File: src/rtl/tcbus_target_regfile.sv
// rtl/tcbus_target_regfile.sv - TC-bus target with in-order command queue and register file
//
// Accepts TC-bus requests into a MAX_OUT-deep FIFO and executes them in order
// against a 2**TC_AWIDTH word register file. Each command is acknowledged
// RESP_LAT+1 cycles after the FSM picks it up.
//
// Optional build macro: TCS_STALL_EN (adds tc_stall, freezes accept and FSM).
//
// Ports:
//   clk_bus   in   bus clock, rising edge
//   rst_n     in   asynchronous active-low reset
//   tc_stall  in   stall (only with TCS_STALL_EN)
//   tc_req    in   master request, held until tc_aack
//   tc_rnw    in   1=read, 0=write
//   tc_addr   in   request address
//   tc_wdata  in   write data
//   tc_aack   out  address-phase accept (combinational)
//   tc_rack   out  read complete pulse
//   tc_wack   out  write complete pulse
//   tc_rdata  out  read data, valid with tc_rack, held afterwards

module tcbus_target_regfile #(
    parameter int TC_AWIDTH = 8,
    parameter int TC_DWIDTH = 8,
    parameter int MAX_OUT   = 4,
    parameter int RESP_LAT  = 2
) (
    input  logic                 clk_bus,
    input  logic                 rst_n,
`ifdef TCS_STALL_EN
    input  logic                 tc_stall,
`endif
    input  logic                 tc_req,
    input  logic                 tc_rnw,
    input  logic [TC_AWIDTH-1:0] tc_addr,
    input  logic [TC_DWIDTH-1:0] tc_wdata,
    output logic                 tc_aack,
    output logic                 tc_rack,
    output logic                 tc_wack,
    output logic [TC_DWIDTH-1:0] tc_rdata
);

    localparam int EW    = 1 + TC_AWIDTH + TC_DWIDTH;
    localparam int CW    = $clog2(MAX_OUT + 1);
    localparam int PW    = (MAX_OUT > 1) ? $clog2(MAX_OUT) : 1;
    localparam int DEPTH = 1 << TC_AWIDTH;

    localparam logic [CW-1:0] MAX_C      = CW'(MAX_OUT);
    localparam logic [CW-1:0] ONE_C      = CW'(1);
    localparam logic [3:0]    LAT_RELOAD = 4'(RESP_LAT - 1);

    typedef enum logic [1:0] {
        S_IDLE,
        S_WAIT,
        S_ACK
    } state_t;

    state_t                 r_state;
    logic [3:0]             r_lat_cnt;
    logic [CW-1:0]          r_count;
    logic [PW-1:0]          r_wr_ptr;
    logic [PW-1:0]          r_rd_ptr;
    logic [EW-1:0]          r_fifo [MAX_OUT];
    logic [TC_DWIDTH-1:0]   r_mem  [DEPTH];
    logic                   r_rack;
    logic                   r_wack;
    logic [TC_DWIDTH-1:0]   r_rdata;

    logic                   w_stall;
    logic                   w_push;
    logic                   w_pop;
    logic [EW-1:0]          w_head;
    logic                   w_head_rnw;
    logic [TC_AWIDTH-1:0]   w_head_addr;
    logic [TC_DWIDTH-1:0]   w_head_wdata;

`ifdef TCS_STALL_EN
    assign w_stall = tc_stall;
`else
    assign w_stall = 1'b0;
`endif

    // Accept is based on the registered count only; a retire in the same
    // cycle does not open a slot until the following cycle.
    assign tc_aack = tc_req && (r_count < MAX_C) && !w_stall;
    assign w_push  = tc_aack;
    assign w_pop   = (r_state == S_ACK) && !w_stall;

    assign w_head       = r_fifo[r_rd_ptr];
    assign w_head_rnw   = w_head[EW-1];
    assign w_head_addr  = w_head[TC_AWIDTH+TC_DWIDTH-1:TC_DWIDTH];
    assign w_head_wdata = w_head[TC_DWIDTH-1:0];

    // A stall arriving while in ACK keeps the pulse registered but hidden;
    // it shows on the first unstalled cycle, which is when the pop happens.
    assign tc_rack  = r_rack && !w_stall;
    assign tc_wack  = r_wack && !w_stall;
    assign tc_rdata = r_rdata;

    function automatic logic [PW-1:0] ptr_inc(input logic [PW-1:0] p);
        return (p == PW'(MAX_OUT - 1)) ? '0 : p + PW'(1);
    endfunction

    always_ff @(posedge clk_bus) begin
        if (w_push) begin
            r_fifo[r_wr_ptr] <= {tc_rnw, tc_addr, tc_wdata};
        end
    end

    always_ff @(posedge clk_bus or negedge rst_n) begin
        if (!rst_n) begin
            r_wr_ptr <= '0;
            r_rd_ptr <= '0;
            r_count  <= '0;
        end else begin
            if (w_push) begin
                r_wr_ptr <= ptr_inc(r_wr_ptr);
            end
            if (w_pop) begin
                r_rd_ptr <= ptr_inc(r_rd_ptr);
            end
            case ({w_push, w_pop})
                2'b10:   r_count <= r_count + ONE_C;
                2'b01:   r_count <= r_count - ONE_C;
                default: r_count <= r_count;
            endcase
        end
    end

    // The command executes on the WAIT->ACK transition so that the ack pulse
    // and read data are registered and visible during the ACK cycle itself.
    always_ff @(posedge clk_bus or negedge rst_n) begin
        if (!rst_n) begin
            r_state   <= S_IDLE;
            r_lat_cnt <= '0;
            r_rack    <= 1'b0;
            r_wack    <= 1'b0;
            r_rdata   <= '0;
            for (int i = 0; i < DEPTH; i++) begin
                r_mem[i] <= '0;
            end
        end else if (w_stall) begin
            r_rack <= (r_state == S_ACK) ? r_rack : 1'b0;
            r_wack <= (r_state == S_ACK) ? r_wack : 1'b0;
        end else begin
            r_rack <= 1'b0;
            r_wack <= 1'b0;
            case (r_state)
                S_IDLE: begin
                    if (r_count != '0) begin
                        r_state   <= S_WAIT;
                        r_lat_cnt <= LAT_RELOAD;
                    end
                end
                S_WAIT: begin
                    if (r_lat_cnt == '0) begin
                        r_state <= S_ACK;
                        if (w_head_rnw) begin
                            r_rdata <= r_mem[w_head_addr];
                            r_rack  <= 1'b1;
                        end else begin
                            r_mem[w_head_addr] <= w_head_wdata;
                            r_wack             <= 1'b1;
                        end
                    end else begin
                        r_lat_cnt <= r_lat_cnt - 4'd1;
                    end
                end
                S_ACK: begin
                    if (r_count > ONE_C) begin
                        r_state   <= S_WAIT;
                        r_lat_cnt <= LAT_RELOAD;
                    end else begin
                        r_state <= S_IDLE;
                    end
                end
                default: r_state <= S_IDLE;
            endcase
        end
    end

endmodule

File: config.mk
export PLATFORM = sky130hd
export DESIGN_NAME = tcbus_target_regfile
export DESIGN_NICKNAME = d
export VERILOG_FILES = /design/src/rtl/tcbus_target_regfile.sv
export SDC_FILE = /design/constraint.sdc
export NUM_CORES = 2
export LEC_CHECK = 0
export BUFFER_PORTS_ARGS = -buffer_cell sky130_fd_sc_hd__buf_2
export CELL_PAD_IN_SITES_DETAIL_PLACEMENT = 1
export CELL_PAD_IN_SITES_GLOBAL_PLACEMENT = 1
export CORE_MARGIN = 8
export CORE_UTILIZATION = 45
export CTS_BUF_LIST = sky130_fd_sc_hd__clkbuf_4
export DETAILED_ROUTE_END_ITERATION = 8
export PLACE_DENSITY = 0.69
export REMOVE_ABC_BUFFERS = 1
export SYNTH_ARGS = -nofsm -noshare
export SYNTH_HDL_FRONTEND = slang
export SYNTH_SLANG_ARGS = --single-unit
File: constraint.sdc
create_clock -name clk_bus -period 4.6 [get_ports clk_bus]
set_input_delay 0 -clock clk_bus [delete_from_list [all_inputs] [get_ports clk_bus]]
set_output_delay 0 -clock clk_bus [all_outputs]
set_load 0.03 [all_outputs]
==> run metrics <==
crit start category=flop; Final nets=9,678; CP top delay family=compound AO/OA/AOI/OAI gates; final setup TNS=-0.366 ns; Area after DPL=100,000 um2; minimum clock period=4.80 ns; Netlist Area Pre-Place=96,000 um2; Final Max Slew Viols=0; starting density of the core=0.453; Fin. Hold Viols=0; WL final=360,000 um; vias per cell=5.93; Hold Slack=0.222 ns; GRT Residual Overflow=0; Fill cells=23,200; CTS root buf=clkbuf_4; antenna violations before repair=16; vias in the first global route=79,600; worst slew margin relative to its limit=0.0602; path category of the worst min-delay check=primary input to flop; largest net degree at the start of global routing=183; H-tree depth=6; Critical Path Sink Type=flop; num rows=169; CTS tree=built; DR pass1 iterations=6; share of layout cells above drive strength 1=0.197; sequential fraction of the synthesis area=0.561; drt wl/cell=27.9 um; worst path bufs/invs=2; Critical Path Max Stage Delay=1.12 ns; YS warnings=0; Async S/R FF share, synth=0.968; Final HPWL DP=234,000 um; FF-to-FF path depth=9; CP Max Fanout=27; Seq cells post-synth=2,139; # clock sinks=2,139; die area=228,000 um2; clock skew=0.137 ns; global-route wire length before repair=536,000 um; Total Power=66,400 uW; Setup WS post-layout=-0.200 ns; Max-Cap Viols=0; top_reg_cell synth=dfrtp_1; Yosys top cell area share=0.540; I/O pin cnt=31; Req. time, crit path=5.88 ns; PortBufs=30; Least-Margin Pin Slew=1.40 ns; worst-path cell chain=buf_4, mux4_4, buf_12, mux4_2, nand2_1, a31oi_1, o211ai_1, nand4_1, o32a_1; chip height=478 um; via count=76,500; Worst-Skew Late Latency=1.45 ns; Synth area leader=dfrtp_1; final setup violation count=2; die width=478 um; cell area after layout=108,000 um2; WP depth=9; syn_area_per_cell=10.3 um2; post-placement cell count=11,800; TritonCTS Buffers=602; Yosys cell types=68; Peak VDD IR=0.917 mV; floorplan core area=212,000 um2; achievable frequency=0.208 GHz; register clock-pin slew on the reported worst setup and hold paths=0.06 ns; starting DRC count in detailed routing=6,166; leading cell type in the layout, fill and taps excluded=nand2_1; Worst Path Arrival=6.08 ns; status=finished with violations; CP max-delay cell=o211ai_1; Post-Synthesis Cells=9,317; Hold Path Cell Cnt=5; RSZ-0062 raised after global routing=false; final cell count without fillers=12,900; CTS max path bufs=4; WS Path Type=flop to flop; gpl congestion=0.922; DRC Markers=0; All-Layer GR Usage=0.310; Synth area leaders=dfrtp_1, nand2_1, o21ai_0, mux2i_1, mux2_2; PD cells=613 nW/um2; leakage power=0.0501 uW; Routed Antenna Nets=0; failing checks=setup timing; number of flops mapped to enable cells by yosys=68; most frequent cells in the layout=nand2_1, dfrtp_1, o21ai_0, clkbuf_4, mux2i_1; Final Cycle Share=1.04; synth-to-layout area growth=12.9%
==> final timing paths <==
path                            slack (ns)          end   startpoint
worst max-delay path                 -0.20  tc_rdata[5]  r_rd_ptr[1]
worst min-delay path                  0.22  r_wr_ptr[0]       tc_req
worst max register to register       -0.20  tc_rdata[5]  r_rd_ptr[1]
worst min register to register        0.47  r_mem[1052]  r_mem[1052]
max in group asynchronous             2.67   r_mem[490]        rst_n
min in group asynchronous             0.29  r_mem[1553]        rst_n
==> area by class of cell <==
| cell class | count | area [um2] | share of cell area |
|---|---|---|---|
| diodes | 23 | 57.6 | 0.000531 |
| clock buffers | 922 | 6920 | 0.0639 |
| clock inverters | 86 | 562 | 0.00518 |
| inverters | 8 | 30.0 | 0.000277 |
| multi-input cells | 6422 | 39000 | 0.360 |
| flip-flops and latches | 2139 | 53900 | 0.497 |
| well taps | 2821 | 3530 | 0.0326 |
| repair buffers | 473 | 4430 | 0.0408 |
==> Yosys cell counts, types with 8 or more instances <==
cell       number
nand2_1      2422
dfrtp_1      2071
o21ai_0      1687
mux2i_1       739
clkbuf_1      495
mux2_2        409
o22ai_1       156
nor2b_1       143
a211oi_1      141
buf_2         137
a31oi_1       108
mux4_2        108
a21oi_1        81
nand3_1        73
nor2_1         70
edfxtp_1       68
buf_4          67
nor4_1         45
nor2_2         41
buf_1          31
buf_6          18
a32oi_1        14
a311oi_1       13
ha_1           12
nor3_1         11
and3_1          9
o2111ai_1       9
o21a_1          9
nand4_1         8
o21ai_1         8
==> metal layers <==
metal  vias up  GRT usage  wire length (um)
met5         -          0                23
met4         4      0.155             19700
met3       900     0.0681             25400
met2      2818      0.477            163000
met1     39500      0.415            152000
li1      33300          -                 -
==> timing repair <==
item                                   4_1_cts  5_1_grt
setup endpoints to repair                    2        1
endpoints found under the hold margin     2212        0
pin swaps                                    2        0
hold buffers                                57        0
resized for setup                            1        2
buffers inserted                             5        0
==> through the flow <==
step | utilization | setup WS, ns
floorplan | - | -16.82
global placement | 0.473 | -0.136
detailed placement | 0.473 | -0.155
CTS | 0.511 | 0.0204
global route | 0.511 | 0.000876
finish | 0.511 | -0.200
==> flip-flops by register name, indices dropped and copies added (netlist names) <==
| register | count |
|---|---|
| r_count | 3 |
| r_fifo | 68 |
| r_lat_cnt | 4 |
| r_mem | 2048 |
| r_rd_ptr | 2 |
| r_state | 2 |
| r_wr_ptr | 2 |
| tc_rack | 1 |
| tc_rdata | 8 |
| tc_wack | 1 |
==> power by group <==
| group | switching (uW) | internal [uW] |
|---|---|---|
| clock | 8290 | 9530 |
| sequential | 958 | 20400 |
| combinational | 19800 | 7370 |
| total | 29100 | 37300 |
==> kinds of logic after synthesis <==
family	synth area share
AND/OR/NAND/NOR	0.121
AO/OA/AOI/OAI	0.130
flip-flops	0.561
multiplexers	0.150
buffers and inverters	0.0354
adder cells (fa/ha/maj)	0.00156
XOR/XNOR	0.000456
==> tightest hold or removal path, delay by kind of cell <==
family,cells,cell delay (ns)
buffers and inverters,3,1.20
and+or+nand+nor,1,0.22
AOI/OAI and AO/OA,1,0.16
(Power assumes the default switching activity.)
